<file path="config.mk">
export PLATFORM = sky130hd
export DESIGN_NAME = bus_demux_reg
export DESIGN_NICKNAME = d
export VERILOG_FILES = /design/src/rtl/bus_demux_reg.sv
export SDC_FILE = /design/constraint.sdc
export NUM_CORES = 1
export LEC_CHECK = 0
export CAP_MARGIN = 20
export CORE_UTILIZATION = 44
export CTS_CLUSTER_DIAMETER = 100
export CTS_CLUSTER_SIZE = 20
export DETAILED_ROUTE_END_ITERATION = 8
export PLACE_DENSITY = 0.89
export SYNTH_ARGS = -nofsm -noshare
export SYNTH_HDL_FRONTEND = slang
export SYNTH_SLANG_ARGS = --single-unit
</file>
<file path="constraint.sdc">
create_clock -name clk -period 2.95 [get_ports clk]
set_input_delay 0.7375 -clock clk [delete_from_list [all_inputs] [get_ports clk]]
set_output_delay 0.7375 -clock clk [all_outputs]
set_load 0.01 [all_outputs]
</file>
<file path="src/rtl/bus_demux_reg.sv">
//------------------------------------------------------------------------------
// bus_demux_reg : ready/valid demultiplexer with one registered slot per channel.
// Optional broadcast port enabled by the BUS_DEMUX_BCAST_EN macro.
// Revision: 1.0
//------------------------------------------------------------------------------
`timescale 1ns/1ps
`default_nettype none

module bus_demux_reg #(
  parameter int WIDTH    = 9,
  parameter int CHANNELS = 2,
  localparam int SELW    = $clog2(CHANNELS)
) (
  input  logic                      clk,
  input  logic                      nRst,
  input  logic [WIDTH-1:0]          inData,
  input  logic                      inValid,
  output logic                      inReady,
  input  logic [SELW-1:0]           sel,
`ifdef BUS_DEMUX_BCAST_EN
  input  logic                      bcast,
`endif
  output logic [CHANNELS*WIDTH-1:0] outData,
  output logic [CHANNELS-1:0]       outValid,
  input  logic [CHANNELS-1:0]       outReady,
  output logic                      errSel
);

  logic [CHANNELS-1:0] w_free;
  logic [CHANNELS-1:0] w_load;
  logic                w_bcast;
  logic                w_in_range;
  logic                w_free_sel;
  logic                w_xfer;

`ifdef BUS_DEMUX_BCAST_EN
  assign w_bcast = bcast;
`else
  assign w_bcast = 1'b0;
`endif

  assign w_free = ~outValid | outReady;

  always_comb begin
    w_free_sel = 1'b0;
    for (int i = 0; i < CHANNELS; i++) begin
      if (sel == SELW'(i)) w_free_sel = w_free[i];
    end
  end

  // Out-of-range selects are always accepted so the word can be discarded.
  assign inReady = w_bcast ? (&w_free) : (w_in_range ? w_free_sel : 1'b1);
  assign w_xfer  = inValid & inReady;

  generate
    for (genvar i = 0; i < CHANNELS; i++) begin : g_slot
      logic             r_valid;
      logic [WIDTH-1:0] r_data;

      assign w_load[i] = w_xfer & (w_bcast | (w_in_range & (sel == SELW'(i))));

      always_ff @(posedge clk or negedge nRst) begin
        if (!nRst) begin
          r_valid <= 1'b0;
          r_data  <= '0;
        end else if (w_load[i]) begin
          r_valid <= 1'b1;
          r_data  <= inData;
        end else if (outReady[i]) begin
          r_valid <= 1'b0;
        end
      end

      assign outValid[i]                = r_valid;
      assign outData[i*WIDTH +: WIDTH]  = r_data;
    end

    if ((CHANNELS & (CHANNELS - 1)) == 0) begin : g_pow2
      assign w_in_range = 1'b1;
      assign errSel     = 1'b0;
    end else begin : g_npow2
      logic r_err;

      assign w_in_range = ({1'b0, sel} < (SELW+1)'(CHANNELS));

      always_ff @(posedge clk or negedge nRst) begin
        if (!nRst) r_err <= 1'b0;
        else       r_err <= inValid & ~w_bcast & ~w_in_range;
      end

      assign errSel = r_err;
    end
  endgenerate

endmodule

`default_nettype wire

</file>
==> flow_metrics.tcl <==
set metrics [dict create \
    grt_usage 0.1794 \
    grt-ovfl-total 0 \
    ant_nets 0 \
    place_inst 111 \
    grt_use_met3 0.05882 \
    fin_hold_ws_ns 0.5161 \
    htree_levels 1 \
    required_ns 2.21 \
    setup_tns_ns 0 \
    syn_area_sq_um 857.1 \
    fp.dieArea_sq_mm 0.002128 \
    io_buffers 35 \
    power_density_mw_per_mm2 580.6 \
    cts_buffers 3 \
    clk_latency_ns 0.29 \
    slew_headroom 0.4084 \
    wire_per_inst_um 14.11 \
    fmax_ghz 0.3484 \
    syn_nets 68 \
    via_count 540 \
    min_period_over_period 0.9731 \
    dp_worst_setup_slack_ns 0.06466 \
    startpoint_type "input port" \
    synthToLayoutAreaGrowth_pct 46.57 \
    clkTransAtPathRegs_ns 0.11 \
    setup_ws_ns 0.07948 \
    cts-resized-gates 0 \
    cts-hold-fix-buffers 0 \
    async_flop_share 1.000 \
    worst_clock_skew_ns 0.003483 \
    synth_edf_count 0 \
    die_y_um 46.14 \
    yosysMostFrequentCell "dfrtp_1" \
    yosys.area_share.simple 0.08029 \
    yosys.area.top_type_share 0.5839 \
    p_leak_nw 0.5493 \
    cp_data_arrival_time_ns 2.13 \
    start_util 0.4807 \
    tightest_slew_ns 0.8846 \
    ir_drop_mv 0.4097 \
    synth_mux_area_frac 0.2759 \
    diodes 0 \
    core_area_sq_mm 0.001783 \
    seq_area_frac_synth 0.5839 \
    grt_pass1_wl_mm 2.490 \
    period_minus_slack_ns 2.871 \
    final_cells 115 \
    detail_route.first_pass.iterations 3 \
    status "completed" \
    drc 0 \
    layout-drive-gt1-share 0.3111 \
    gp_congestion 0.6351 \
    synth_commonest_cells "20 x dfrtp_1, 9 x mux2_2, 9 x mux2_4, 3 x buf_4" \
    synth_top_family_by_area "multiplexers" \
    yosysWarningCount 0 \
    syn_avg_cell_area_sq_um 16.17 \
    top_usage_layer "met2" \
    synth_fa_ha_area_frac 0 \
    path_max_fanout 2 \
    drt_iter0_drc 1 \
    rsz0062_at_grt "false" \
    viasPerCell 4.696 \
    grt_start_max_net_pins 21 \
    cts-root-buf "clkbuf_4" \
    synth-xor-area-share 0 \
    boundaryPins 37 \
    synth_cells 53 \
    grt_pass1_vias 535 \
    post_cts_buffers 0 \
    synth_compound_area_frac 0.01168 \
    maxCapViolCount 0 \
    crit_type "in2out" \
    wl_mm 1.623 \
    synthTopCellsByArea "dfrtp_1 58%, mux2_4 16%, mux2_2 12%" \
    synth-main-ff-cell "dfrtp_1" \
    ys_ff_latch 20 \
    die_width_um 46.14 \
    dp_hpwl_mm 1.191 \
    use_met2 0.2901 \
    maxSlewViolCount 0 \
    grt_antenna_before_repair 0 \
    cts_tree "done" \
    cts_buffer_depth 2 \
    rows 15 \
    clock-sinks 20 \
    hp-class "reg2reg" \
    critPathCaptureType "primary output" \
    setup_violations 0 \
    yosysTopAreaCell "dfrtp_1" \
    grt_util_met1 0.2057 \
    yosysUniqueCellTypes 16 \
    finalHoldViolCount 0 \
    finalNetCount 106 \
]
-- metal layers --
layer / vias to the layer above / routed length (um)
li1: 250 / -
met1: 267 / 689
met2: 21 / 814
met3: 2 / 93
met4: 0 / 25
met5: - / 0
-- flip-flops by register name, indices dropped and copies added, names as in the netlist --
name	cells
g_slot.r_valid	2
g_slot.r_data	18
-- power by group --
group | switching, mW | total (mW) | internal, mW
Combinational | 0.0754 | 0.228 | 0.153
Sequential | 0.0256 | 0.347 | 0.321
Clock | 0.0794 | 0.155 | 0.0751
-- stage by stage --
| step | utilization | power, mW | cell area (sq um) |
|---|---|---|---|
| 5_1_grt | 0.7046 | 0.7666 | 1256 |
| 3_5_place_dp | 0.6842 | 0.5820 | 1220 |
| 3_3_place_gp | 0.6842 | 0.5763 | 1220 |
| 2_1_floorplan | - | 0.4511 | 857.1 |
| 4_1_cts | 0.7046 | 0.7382 | 1256 |
| 6_report | 0.7046 | 0.7294 | 1256 |
-- layout make-up --
| class | count | area, sq um |
|---|---|---|
| fillers | 140 | 526.8 |
| flip-flops and latches | 20 | 500.5 |
| repair buffers | 37 | 365.4 |
| multi-input cells | 28 | 319.1 |
| clock buffers | 4 | 36.28 |
| well taps | 25 | 31.28 |
| inverters | 1 | 3.754 |
-- worst max-delay path, cell delays in order --
cell and delay (ns):
clkdlybuf4s50_1 0.46, and2b_2 0.23, a21oi_1 0.15, clkdlybuf4s50_1 0.56
-- layout by cell type, fill, tap and decap left out --
cell / netlist / layout
nor2_8: 1 / 1
o21ai_0: 1 / 1
dfrtp_1: 20 / 20
conb_1: 1 / 1
nor2_1: 1 / 1
clkdlybuf4s50_1: 0 / 35
inv_1: 1 / 1
nand2b_4: 1 / 1
nand2b_1: 1 / 1
clkbuf_8: 0 / 1
clkbuf_4: 0 / 3
buf_4: 3 / 2
nand2_1: 1 / 1
and2b_2: 1 / 1
mux2_2: 9 / 9
nor3b_2: 1 / 1
a21oi_1: 1 / 1
mux2_4: 9 / 9
-- cells by family after synthesis --
kind of cell           after synthesis
other                                1
DFF                                 20
and+or+nand+nor                      7
muxes                               18
AOI/OAI and AO/OA                    2
buffers and inverters                5
-- path summary, 6_finish.rpt --
check                           cells after the start  slack (ns)           startpoint                   to
worst max register to register                      4        1.54    g_slot[1].r_valid  g_slot[1].r_data[0]
worst max-delay path                                4        0.08          outReady[1]              inReady
worst min register to register                      1        0.52  g_slot[1].r_data[6]  g_slot[1].r_data[6]
max in group asynchronous                           1        1.48                 nRst  g_slot[1].r_data[5]
worst min-delay path                                1        0.52  g_slot[1].r_data[6]  g_slot[1].r_data[6]
min in group asynchronous                           1        0.94                 nRst  g_slot[0].r_data[7]
No activity file was read; power rests on OpenSTA's default activity.
